<file path="config.mk">
export PLATFORM = sky130hd
export DESIGN_NAME = weight_buffer_scheduler_flat
export DESIGN_NICKNAME = d
export VERILOG_FILES = /design/src/rtl/weight_buffer_scheduler_if.sv /design/src/rtl/weight_buffer_scheduler.sv /design/src/flat_wrapper.sv
export SDC_FILE = /design/constraint.sdc
export NUM_CORES = 1
export LEC_CHECK = 0
export CORE_MARGIN = 8
export CORE_UTILIZATION = 38
export CTS_CLUSTER_SIZE = 25
export DETAILED_ROUTE_END_ITERATION = 10
export GPL_ROUTABILITY_DRIVEN = 1
export PLACE_DENSITY = 0.68
export SLEW_MARGIN = 20
export SYNTH_ARGS = -nofsm -noshare
export SYNTH_HDL_FRONTEND = slang
export SYNTH_SLANG_ARGS = --single-unit
</file>
<file path="constraint.sdc">
create_clock -name clk -period 11.4 [get_ports clk]
set_input_delay 2.28 -clock clk [delete_from_list [all_inputs] [get_ports clk]]
set_output_delay 2.28 -clock clk [all_outputs]
set_load 0.05 [all_outputs]
</file>
<file path="src/rtl/weight_buffer_scheduler_if.sv">
// weight_buffer_scheduler_if
// Handshake bundle between the job controller, the DDR weight loader, the
// weight_buffer_reader and the ping-pong bank scheduler.
//   start, n_layers              : job request from the controller
//   ld_req/ld_gnt/ld_bank        : loader bank request and grant
//   ld_done, ld_wei/ker_shape    : loader completion and the loaded layer's shapes
//   rd_start/rd_bank/wei/ker_shape: reader launch and the shapes of the bank it reads
//   rd_done                      : reader completion
//   busy, done, err              : job status
// The master modport is the environment side; the slave modport is the scheduler.
interface weight_buffer_scheduler_if #(
    parameter int B_SHAPE = 48,
    parameter int B_LAYER = 8
);
    logic               start;
    logic [B_LAYER-1:0] n_layers;
    logic               ld_req;
    logic               ld_gnt;
    logic               ld_bank;
    logic               ld_done;
    logic [B_SHAPE-1:0] ld_wei_shape;
    logic [B_SHAPE-1:0] ld_ker_shape;
    logic               rd_start;
    logic               rd_bank;
    logic [B_SHAPE-1:0] wei_shape;
    logic [B_SHAPE-1:0] ker_shape;
    logic               rd_done;
    logic               busy;
    logic               done;
    logic               err;

    modport master (
        output start, n_layers, ld_req, ld_done, ld_wei_shape, ld_ker_shape, rd_done,
        input  ld_gnt, ld_bank, rd_start, rd_bank, wei_shape, ker_shape, busy, done, err
    );

    modport slave (
        input  start, n_layers, ld_req, ld_done, ld_wei_shape, ld_ker_shape, rd_done,
        output ld_gnt, ld_bank, rd_start, rd_bank, wei_shape, ker_shape, busy, done, err
    );
endinterface

</file>
<file path="src/rtl/weight_buffer_scheduler.sv">
// weight_buffer_scheduler
// Ping-pong scheduler for the two weight-buffer banks. Grants the single DDR
// weight loader an empty bank per layer, launches weight_buffer_reader on
// filled banks in load order, and counts layers until the job completes.
// Ports:
//   clk  : clock
//   rstn : synchronous active-low reset; aborts any job in flight
//   bus  : weight_buffer_scheduler_if slave modport (see the interface header)
// All outputs are registered.
module weight_buffer_scheduler #(
    parameter int B_SHAPE = 48,
    parameter int B_LAYER = 8
) (
    input  logic                       clk,
    input  logic                       rstn,
    weight_buffer_scheduler_if.slave   bus
);

    typedef enum logic {
        IDLE = 1'b0,
        RUN  = 1'b1
    } state_t;

    typedef enum logic [1:0] {
        EMPTY   = 2'd0,
        LOADING = 2'd1,
        FULL    = 2'd2,
        READING = 2'd3
    } bank_t;

    state_t             state_r;
    bank_t              bank_st_r  [2];
    logic [B_SHAPE-1:0] bank_wei_r [2];
    logic [B_SHAPE-1:0] bank_ker_r [2];
    logic [B_LAYER-1:0] n_layers_r;
    logic [B_LAYER-1:0] ld_cnt_r;
    logic [B_LAYER-1:0] rd_cnt_r;
    logic               ld_ptr_r;
    logic               rd_ptr_r;
    logic               load_out_r;
    logic               read_out_r;

    logic               grant_s;
    logic               read_s;
    logic               ld_fin_s;
    logic               rd_fin_s;
    logic               last_s;
    logic [B_LAYER-1:0] rd_cnt_inc_s;

    // Grant / read-launch / completion decisions from registered state and sampled inputs
    always_comb begin
        grant_s      = 1'b0;
        read_s       = 1'b0;
        if (state_r == RUN) begin
            grant_s = bus.ld_req && (bank_st_r[ld_ptr_r] == EMPTY) && !load_out_r
                      && (ld_cnt_r != n_layers_r);
            read_s  = (bank_st_r[rd_ptr_r] == FULL) && !read_out_r;
        end else begin
            grant_s = 1'b0;
            read_s  = 1'b0;
        end
        // Completions only count while something is outstanding; otherwise they are spurious.
        ld_fin_s     = bus.ld_done && load_out_r;
        rd_fin_s     = bus.rd_done && read_out_r;
        rd_cnt_inc_s = rd_cnt_r + B_LAYER'(1);
        last_s       = rd_fin_s && (rd_cnt_inc_s == n_layers_r);
    end

    // Job FSM, bank state machines, counters and all registered outputs
    always_ff @(posedge clk) begin
        if (!rstn) begin
            state_r       <= IDLE;
            for (int i = 0; i < 2; i++) begin
                bank_st_r[i]  <= EMPTY;
                bank_wei_r[i] <= {B_SHAPE{1'b0}};
                bank_ker_r[i] <= {B_SHAPE{1'b0}};
            end
            n_layers_r    <= {B_LAYER{1'b0}};
            ld_cnt_r      <= {B_LAYER{1'b0}};
            rd_cnt_r      <= {B_LAYER{1'b0}};
            ld_ptr_r      <= 1'b0;
            rd_ptr_r      <= 1'b0;
            load_out_r    <= 1'b0;
            read_out_r    <= 1'b0;
            bus.ld_gnt    <= 1'b0;
            bus.ld_bank   <= 1'b0;
            bus.rd_start  <= 1'b0;
            bus.rd_bank   <= 1'b0;
            bus.wei_shape <= {B_SHAPE{1'b0}};
            bus.ker_shape <= {B_SHAPE{1'b0}};
            bus.busy      <= 1'b0;
            bus.done      <= 1'b0;
            bus.err       <= 1'b0;
        end else begin
            bus.ld_gnt   <= 1'b0;
            bus.rd_start <= 1'b0;
            bus.done     <= 1'b0;

            case (state_r)
                IDLE: begin
                    if (bus.start) begin
                        if (bus.n_layers != {B_LAYER{1'b0}}) begin
                            state_r    <= RUN;
                            bus.busy   <= 1'b1;
                            n_layers_r <= bus.n_layers;
                            ld_cnt_r   <= {B_LAYER{1'b0}};
                            rd_cnt_r   <= {B_LAYER{1'b0}};
                            ld_ptr_r   <= 1'b0;
                            rd_ptr_r   <= 1'b0;
                        end else begin
                            // Empty job: acknowledge immediately without leaving IDLE.
                            bus.done <= 1'b1;
                        end
                    end
                end

                RUN: begin
                    if (bus.start) begin
                        bus.err <= 1'b1;
                    end

                    if (grant_s) begin
                        bus.ld_gnt            <= 1'b1;
                        bus.ld_bank           <= ld_ptr_r;
                        bank_st_r[ld_ptr_r]   <= LOADING;
                        load_out_r            <= 1'b1;
                        ld_cnt_r              <= ld_cnt_r + B_LAYER'(1);
                        ld_ptr_r              <= ~ld_ptr_r;
                    end

                    // ld_bank still names the bank being loaded until the next grant,
                    // and a grant cannot coincide with a valid ld_done.
                    if (ld_fin_s) begin
                        bank_st_r[bus.ld_bank]  <= FULL;
                        bank_wei_r[bus.ld_bank] <= bus.ld_wei_shape;
                        bank_ker_r[bus.ld_bank] <= bus.ld_ker_shape;
                        load_out_r              <= 1'b0;
                    end

                    if (read_s) begin
                        bus.rd_start        <= 1'b1;
                        bus.rd_bank         <= rd_ptr_r;
                        bus.wei_shape       <= bank_wei_r[rd_ptr_r];
                        bus.ker_shape       <= bank_ker_r[rd_ptr_r];
                        bank_st_r[rd_ptr_r] <= READING;
                        read_out_r          <= 1'b1;
                    end

                    if (rd_fin_s) begin
                        bank_st_r[bus.rd_bank] <= EMPTY;
                        rd_ptr_r               <= ~rd_ptr_r;
                        rd_cnt_r               <= rd_cnt_inc_s;
                        read_out_r             <= 1'b0;
                        if (last_s) begin
                            state_r  <= IDLE;
                            bus.busy <= 1'b0;
                            bus.done <= 1'b1;
                        end
                    end
                end

                default: begin
                    state_r  <= IDLE;
                    bus.busy <= 1'b0;
                end
            endcase

            // Completions with nothing outstanding are protocol errors and are otherwise ignored.
            if (bus.ld_done && !load_out_r) begin
                bus.err <= 1'b1;
            end
            if (bus.rd_done && !read_out_r) begin
                bus.err <= 1'b1;
            end
        end
    end

endmodule

</file>
<file path="src/flat_wrapper.sv">
// flat-port wrapper written by rule: the top's interface ports become plain ports
module weight_buffer_scheduler_flat 
#(
    parameter int B_SHAPE = 48,
    parameter int B_LAYER = 8
)
  (clk, rstn, bus_start, bus_n_layers, bus_ld_req, bus_ld_done, bus_ld_wei_shape, bus_ld_ker_shape, bus_rd_done, bus_ld_gnt, bus_ld_bank, bus_rd_start, bus_rd_bank, bus_wei_shape, bus_ker_shape, bus_busy, bus_done, bus_err);
  weight_buffer_scheduler_if #(.B_SHAPE(B_SHAPE), .B_LAYER(B_LAYER)) bus_i ();
  input  logic clk;
  input  logic rstn;
  input wire logic [$bits(bus_i.start)-1:0] bus_start;
  input wire logic [$bits(bus_i.n_layers)-1:0] bus_n_layers;
  input wire logic [$bits(bus_i.ld_req)-1:0] bus_ld_req;
  input wire logic [$bits(bus_i.ld_done)-1:0] bus_ld_done;
  input wire logic [$bits(bus_i.ld_wei_shape)-1:0] bus_ld_wei_shape;
  input wire logic [$bits(bus_i.ld_ker_shape)-1:0] bus_ld_ker_shape;
  input wire logic [$bits(bus_i.rd_done)-1:0] bus_rd_done;
  output wire logic [$bits(bus_i.ld_gnt)-1:0] bus_ld_gnt;
  output wire logic [$bits(bus_i.ld_bank)-1:0] bus_ld_bank;
  output wire logic [$bits(bus_i.rd_start)-1:0] bus_rd_start;
  output wire logic [$bits(bus_i.rd_bank)-1:0] bus_rd_bank;
  output wire logic [$bits(bus_i.wei_shape)-1:0] bus_wei_shape;
  output wire logic [$bits(bus_i.ker_shape)-1:0] bus_ker_shape;
  output wire logic [$bits(bus_i.busy)-1:0] bus_busy;
  output wire logic [$bits(bus_i.done)-1:0] bus_done;
  output wire logic [$bits(bus_i.err)-1:0] bus_err;
  assign bus_i.start = bus_start;
  assign bus_i.n_layers = bus_n_layers;
  assign bus_i.ld_req = bus_ld_req;
  assign bus_i.ld_done = bus_ld_done;
  assign bus_i.ld_wei_shape = bus_ld_wei_shape;
  assign bus_i.ld_ker_shape = bus_ld_ker_shape;
  assign bus_i.rd_done = bus_rd_done;
  assign bus_ld_gnt = bus_i.ld_gnt;
  assign bus_ld_bank = bus_i.ld_bank;
  assign bus_rd_start = bus_i.rd_start;
  assign bus_rd_bank = bus_i.rd_bank;
  assign bus_wei_shape = bus_i.wei_shape;
  assign bus_ker_shape = bus_i.ker_shape;
  assign bus_busy = bus_i.busy;
  assign bus_done = bus_i.done;
  assign bus_err = bus_i.err;
  weight_buffer_scheduler #(.B_SHAPE(B_SHAPE), .B_LAYER(B_LAYER)) u_core (.clk(clk), .rstn(rstn), .bus(bus_i));
endmodule
</file>
==> summary.txt, run 1 <==
Run status
  • Outcome: completed

Routing
  • Post-DRT Antenna Nets: 0
  • Pre-antenna DRT Iters: 5
  • Total wire length: between 30 and 40 mm
  • WL/cell: between 15 and 20 um
  • DRT iter0 DRCs: 464
  • Routed vias/inst: around 5.0
  • Residual DRC count: 0
  • Vias: around 9000

Floorplanning
  • # IOs: 213
  • Die Ht: 205 um
  • Die ar.: 0.0419 mm2
  • # rows: 69
  • Starting Density: 38.3%
  • Overall die width: 205 um
  • Core area: 0.0353 mm2

CTS
  • # hold bufs at CTS: 0
  • Worst-path clk slew: ~60 ps
  • Root Driver: clkbuf_16
  • Clock tree buffer depth: 3
  • H-Tree Level Count: 2
  • Clock sinks: 330
  • Post_cts resized: 0
  • CTS tree: built
  • Total CTS buffers: 38
  • Setup bufs post-CTS: 0
  • Clk_lat worst skew: 530 ps

STA
  • Least-Margin Pin Slew: 1050 ps
  • Layout Skew: approximately 30 ps
  • F_max: between 150 and 200 MHz
  • Final TNS setup: 0 ps
  • Tcrit/Tclk final: 44.7%
  • Final worst path period need: roughly 5100 ps
  • Relative slew slack: 30.0%
  • # setup viols final: 0
  • Final Max Slew Viols: 0
  • RSZ-0062 raised after global routing: no
  • Final Hold Viols: 0
  • Worst hold slack: 495 ps

Power and ir drop
  • Peak supply drop: 0.0971 mV
  • PD cells: around 160 mW/mm2
  • P_leak: between 5 and 6 nW

GRT
  • First-pass GRT wire length: about 51 mm
  • Grt ovf: 0
  • Initial antenna violation count: 2
  • Total GRT Usage: 15.2%
  • Pin count of the biggest net entering global routing: 100
  • Vias in the first global route: slightly above 9000

Placement
  • DP HPWL: between 15 and 20 mm
  • Buffers added on ports: between 200 and 250
  • Global placement routability congestion: 0.800

Yosys
  • Register area share after synthesis: 63.3%
  • Unique cell type count in the Yosys netlist: 56
  • Netlist Area Pre-Place: around 0.014 mm2
  • Yosys Warn Count: 0
  • Yosys reg bits: 330
  • Number of cells produced by synthesis: 1118
  • Post-synth EDFFs: 196
  • Ys async rst share: 0%
  • Main flop type after synthesis: edfxtp_1
  • Post-Syn Area per Cell: 12.1 um2
  • Post-Syn Nets: around 1200

Final layout
  • Commonest cells after routing, fill and taps aside: 212 x clkdlybuf4s50_1, 196 x edfxtp_1, 195 x and2_1, 133 x dfxtp_1, 119 x nor2_1
  • Ant. Diodes: 0
  • Most common cell after layout, fill and taps aside: clkdlybuf4s50_1
  • Nets: 1410
  • Fraction of layout cells with a size suffix above 1: under 10%
  • Area grow syn2layout: 28.2%

Min path
  • Hold WC Path Type: register to register

Setup path
  • Worst Setup End Kind: register
  • CP peak stage delay: 760 ps
  • CP top delay family: buffers and inverters
  • Cell mode on critical path: buf_4
  • CP max-delay cell: buf_4
  • Crit path DAT: 5220 ps
  • CP startpoint kind: primary input
  • CP bufs+invs: 4
  • Worst Path Required: approximately 12000 ps
  • Critical Path Fanout Max: 60
  • Crit path kind: primary input to register
  • CP cell instances: clkdlybuf4s50_1 -> buf_4 -> nand4_1 -> o21ai_4 -> buf_4 -> buf_4

Run
  • # Max-Cap Violations: 0
-- state kept, by name, indices dropped and copies added (netlist names), named ones only --
signal,count
u_core.bus.rd_bank,1
u_core.bus.busy,1
u_core.bank_ker_r,96
u_core.state_r,1
u_core.rd_cnt_r,8
u_core.bus.wei_shape,48
u_core.bus.rd_start,1
u_core.ld_cnt_r,8
u_core.ld_ptr_r,1
u_core.bus.done,1
u_core.bank_wei_r,96
u_core.n_layers_r,8
u_core.load_out_r,1
u_core.read_out_r,1
u_core.bus.ld_gnt,1
u_core.bus.ker_shape,48
u_core.rd_ptr_r,1
u_core.bus.ld_bank,1
u_core.bus.err,1
u_core.bank_st_r,4
-- synth_stat cells, types with 2 or more instances --
master / count / area share, %
o21ai_0: 15 / 0.55
inv_1: 5 / 0.14
nand2b_1: 4 / 0.18
mux2i_1: 99 / 7.3
and2_1: 195 / 9.0
o2111ai_1: 5 / 0.32
nor2b_1: 4 / 0.18
and3_1: 3 / 0.14
nor2_1: 121 / 3.4
a21oi_1: 32 / 1.2
nor4_1: 2 / 0.092
nor3b_1: 2 / 0.11
a2111o_1: 4 / 0.33
xor2_1: 11 / 0.71
dfxtp_1: 134 / 20
o211ai_1: 2 / 0.11
buf_2: 15 / 0.55
buf_1: 11 / 0.31
or3_1: 4 / 0.18
nand3_1: 17 / 0.63
nand4_1: 7 / 0.32
nor3_1: 5 / 0.18
nand2_1: 32 / 0.89
ha_1: 2 / 0.18
xnor2_1: 4 / 0.26
or3b_1: 2 / 0.13
edfxtp_1: 196 / 43
clkbuf_1: 56 / 1.6
a22oi_1: 2 / 0.11
a211oi_1: 96 / 5.3
a31oi_1: 6 / 0.28
-- through the flow --
| step | power (mW) | worst slack (ps) | std cells | utilization, % | area (um2) |
|---|---|---|---|---|---|
| finish | 2.83 | 6310 | 1789 | 49.1 | 17400 |
| global route | 2.93 | 6130 | 1789 | 49.1 | 17400 |
| CTS | 2.86 | 6330 | 1789 | 49.1 | 17400 |
| detailed placement | 1.59 | 5790 | 1719 | 45.4 | 16000 |
| global placement | 1.59 | 5850 | 1719 | 45.4 | 16000 |
| floorplan | 1.49 | 1480 | 1118 | - | 13500 |
-- worst paths after layout --
| check | start | endpoint | slack, ps | cells after the start |
|---|---|---|---|---|
| max | rstn | u_core.bank_wei_r[0][12] | 6310 | 6 |
| min | u_core.bus.wei_shape[38] | u_core.bus.wei_shape[38] | 500 | 2 |
| max reg2reg | u_core.bank_st_r[0][0] | u_core.bank_st_r[1][0] | 8010 | 7 |
| min reg2reg | u_core.bus.wei_shape[38] | u_core.bus.wei_shape[38] | 500 | 2 |
-- tightest hold or removal path: stages (launching register included) --
cell and delay, ps:
dfxtp_1 310, nor2_1 90, a211oi_1 50
-- power by group --
part           switching, mW  internal, mW
clock network          0.483         0.779
registers             0.0235          1.31
logic                  0.145        0.0922
-- final cells by class --
cell class              count  area, um2
clock inverters            20        259
multi-input cells         699       4650
repair buffers            223       2200
flip-flops and latches    330       8570
inverters                   6       25.0
fillers                  3086      18000
well taps                 461        577
clock buffers              50       1070
-- kinds of logic after synthesis --
logic type | share of synthesized area (%)
adder cells (fa/ha/maj) | 0.259
multiplexers | 7.41
AO/OA/AOI/OAI | 9.36
flip-flops | 63.3
XOR/XNOR | 0.971
buffers and inverters | 2.66
AND/OR/NAND/NOR | 16.0
-- layer usage --
metal	global-route usage (%)	share of wire, %	vias to the layer above	wire [um]
met3	3.76	5.7	49	1840
met4	4.86	2.3	4	734
met2	26.1	50	216	16300
li1	-	-	4391	-
met5	0	0.071	-	23
met1	18.5	42	4358	13600
Note: power is estimated with default switching activity, not from simulation.
==> run 2, diff against run 1 <==
--- a/config.mk
+++ b/config.mk
@@ -10,7 +10,7 @@
 export CTS_CLUSTER_SIZE = 25
 export DETAILED_ROUTE_END_ITERATION = 10
 export GPL_ROUTABILITY_DRIVEN = 1
-export PLACE_DENSITY = 0.68
+export PLACE_DENSITY = 0.7
 export SLEW_MARGIN = 20
 export SYNTH_ARGS = -nofsm -noshare
 export SYNTH_HDL_FRONTEND = slang
==> constraint.sdc (replaced) <==
create_clock -name clk -period 4.6 [get_ports clk]
set_input_delay 0.92 -clock clk [delete_from_list [all_inputs] [get_ports clk]]
set_output_delay 0.92 -clock clk [all_outputs]
set_load 0.05 [all_outputs]
==> summary.txt, run 2 (synthesized netlist as in run 1, its figures left out) <==
Min path
  • HP Start: u_core.bus.ker_shape[39]
  • Hold depth: 2
  • Hold WC Path Type: register to register
  • Worst hold path endpoint: u_core.bus.ker_shape[39]

Setup path
  • CP peak stage delay: 880 ps
  • CP top delay family: buffers and inverters
  • Critical R2R Capture: u_core.bank_ker_r[0][15]
  • Crit path kind: register to output port
  • Worst Path Required: 3680 ps
  • Critical Path Fanout Max: 5
  • Worst Setup End Kind: output port
  • CP startpoint kind: register
  • CP max-delay cell: clkdlybuf4s50_1
  • Worst r2r src: u_core.state_r
  • Crit path DAT: 1910 ps
  • CP bufs+invs: 1
  • R2R setup slack: 2130 ps
  • R2R cell count: 3
  • CP cell instances: clkdlybuf4s50_1

Run
  • # Max-Cap Violations: 0

Placement
  • Buffers added on ports: 212
  • DP HPWL: 19.8 mm
  • DP Cell Count: 1720
  • Pre-CTS WS: 1410 ps
  • Global placement routability congestion: 0.788

CTS
  • Total CTS buffers: 36
  • H-Tree Level Count: 2
  • Clk_lat worst skew: 520 ps
  • Post_cts resized: 0
  • Setup bufs post-CTS: 0
  • CTS tree: built
  • # hold bufs at CTS: 0
  • Worst-path clk slew: approximately 60 ps
  • Clock sinks: 330
  • Clock tree buffer depth: 3
  • Root Driver: clkbuf_16

STA
  • Slack of the critical path: 1770 ps
  • Least-Margin Pin Slew: 921 ps
  • # setup viols final: 0
  • Final Max Slew Viols: 0
  • RSZ-0062 raised after global routing: no
  • Final Hold Viols: 0
  • Tcrit/Tclk final: 61.5%
  • F_max: 354 MHz
  • Layout Skew: 21.0 ps
  • Relative slew slack: 38.6%
  • Final worst path period need: 2830 ps

Final layout
  • Fillcell total: 3075
  • Layout Cells excl Fill: roughly 1800
  • Fraction of layout cells with a size suffix above 1: between 6 and 7%
  • Most common cell after layout, fill and taps aside: clkdlybuf4s50_1
  • Commonest cells after routing, fill and taps aside: 212 x clkdlybuf4s50_1, 196 x edfxtp_1, 195 x and2_1, 133 x dfxtp_1, 119 x nor2_1
  • Nets: 1409
  • Area grow syn2layout: 27.8%
  • Biggest regs: u_core.bank_ker_r (96), u_core.bank_wei_r (96)

GRT
  • Grt ovf: 0
  • Vias in the first global route: 9030
  • Top Usage Layer GRT: met2
  • First-pass GRT wire length: 49.9 mm
  • Met3 GRT Util: around 3.2%
  • Initial antenna violation count: 2
  • Met1 GRT Util: 18.3%
  • Total GRT Usage: 14.7%
  • Pin count of the biggest net entering global routing: 196
  • Met2 Track Usage GR: 25.3%

Routing
  • Routed vias/inst: 5.00
  • Total wire length: 31.5 mm
  • WL/cell: 17.6 um
  • Post-DRT Antenna Nets: 0
  • Residual DRC count: 0
  • Vias: 8944
  • DRT iter0 DRCs: 418
  • Pre-antenna DRT Iters: 5

Power and ir drop
  • Tot Pwr: 6.77 mW
  • P_leak: 5.88 nW
  • Peak supply drop: 0.262 mV
  • PD cells: 392 mW/mm2

Floorplanning
  • Overall die width: 205 um
  • # IOs: 213
  • Core area: roughly 0.035 mm2
  • Die Ht: a little over 200 um
  • Starting Density: 38.3%
  • # rows: 69
  • Die ar.: ~0.042 mm2

Run status
  • Outcome: completed
-- run 2: changes by cell type in the layout (fill, tap and decap cells not counted) --
| cell | delta |
|---|---|
| clkbuf_16 | -2 |
| inv_6 | +2 |
| clkinv_2 | -1 |
| diode_2 | +2 |
| clkbuf_8 | +1 |
| clkinv_1 | -2 |
| buf_4 | -3 |
| bufinv_16 | -2 |
| inv_8 | -1 |
| clkinvlp_4 | -1 |
| clkinv_4 | +1 |
| buf_12 | +4 |
| clkbuf_1 | +3 |
| clkinv_8 | -2 |
-- run 2: worst max-delay path by stage --
| stage | start | endpoint | depth (start not counted) |
|---|---|---|---|
| floorplan | bus_ld_done | u_core.bank_ker_r[1][0] | 2 |
| global placement | bus_ld_done | u_core.bank_ker_r[0][17] | 4 |
| detailed placement | bus_ld_done | u_core.bank_ker_r[0][21] | 4 |
| CTS | u_core.bus.ld_bank | bus_ld_bank | 1 |
| global route | u_core.bus.ld_bank | bus_ld_bank | 1 |
| finish | u_core.bus.ld_bank | bus_ld_bank | 1 |
-- run 2: metrics by stage --
stage / hold WS [ps] / instance area, um2 / utilization [%] / TNS, ps
floorplan: 465 / 13500 / - / -264720
global placement: 488 / 16100 / 45.5 / 0
detailed placement: 490 / 16100 / 45.5 / 0
CTS: 498 / 17300 / 49.0 / 0
global route: 517 / 17300 / 49.0 / 0
finish: 496 / 17300 / 49.0 / 0
-- run 2: per-layer routing --
metal,part of all wire [%],wire (um)
met2,50,15900
met4,2.2,697
met5,0,0
met3,5.4,1700
met1,42,13300
-- run 2: area by class of cell --
class	instances	area (um2)	share of cell area [%]
Timing Repair Buffer	224	2260	13.1
Clock buffer	52	1040	6.03
Clock inverter	14	161	0.934
Sequential cell	330	8570	49.6
Multi-Input combinational cell	699	4650	26.9
Tap cell	461	577	3.34
Inverter	6	25.0	0.145
Antenna cell	2	5.00	0.0289
-- run 2: where the power goes --
group | total (mW) | internal, mW | leakage, nW | switching (mW)
clock | 2.89 | 1.75 | 0.591 | 1.14
combinational | 0.589 | 0.232 | 2.18 | 0.357
sequential | 3.29 | 3.23 | 3.11 | 0.0591
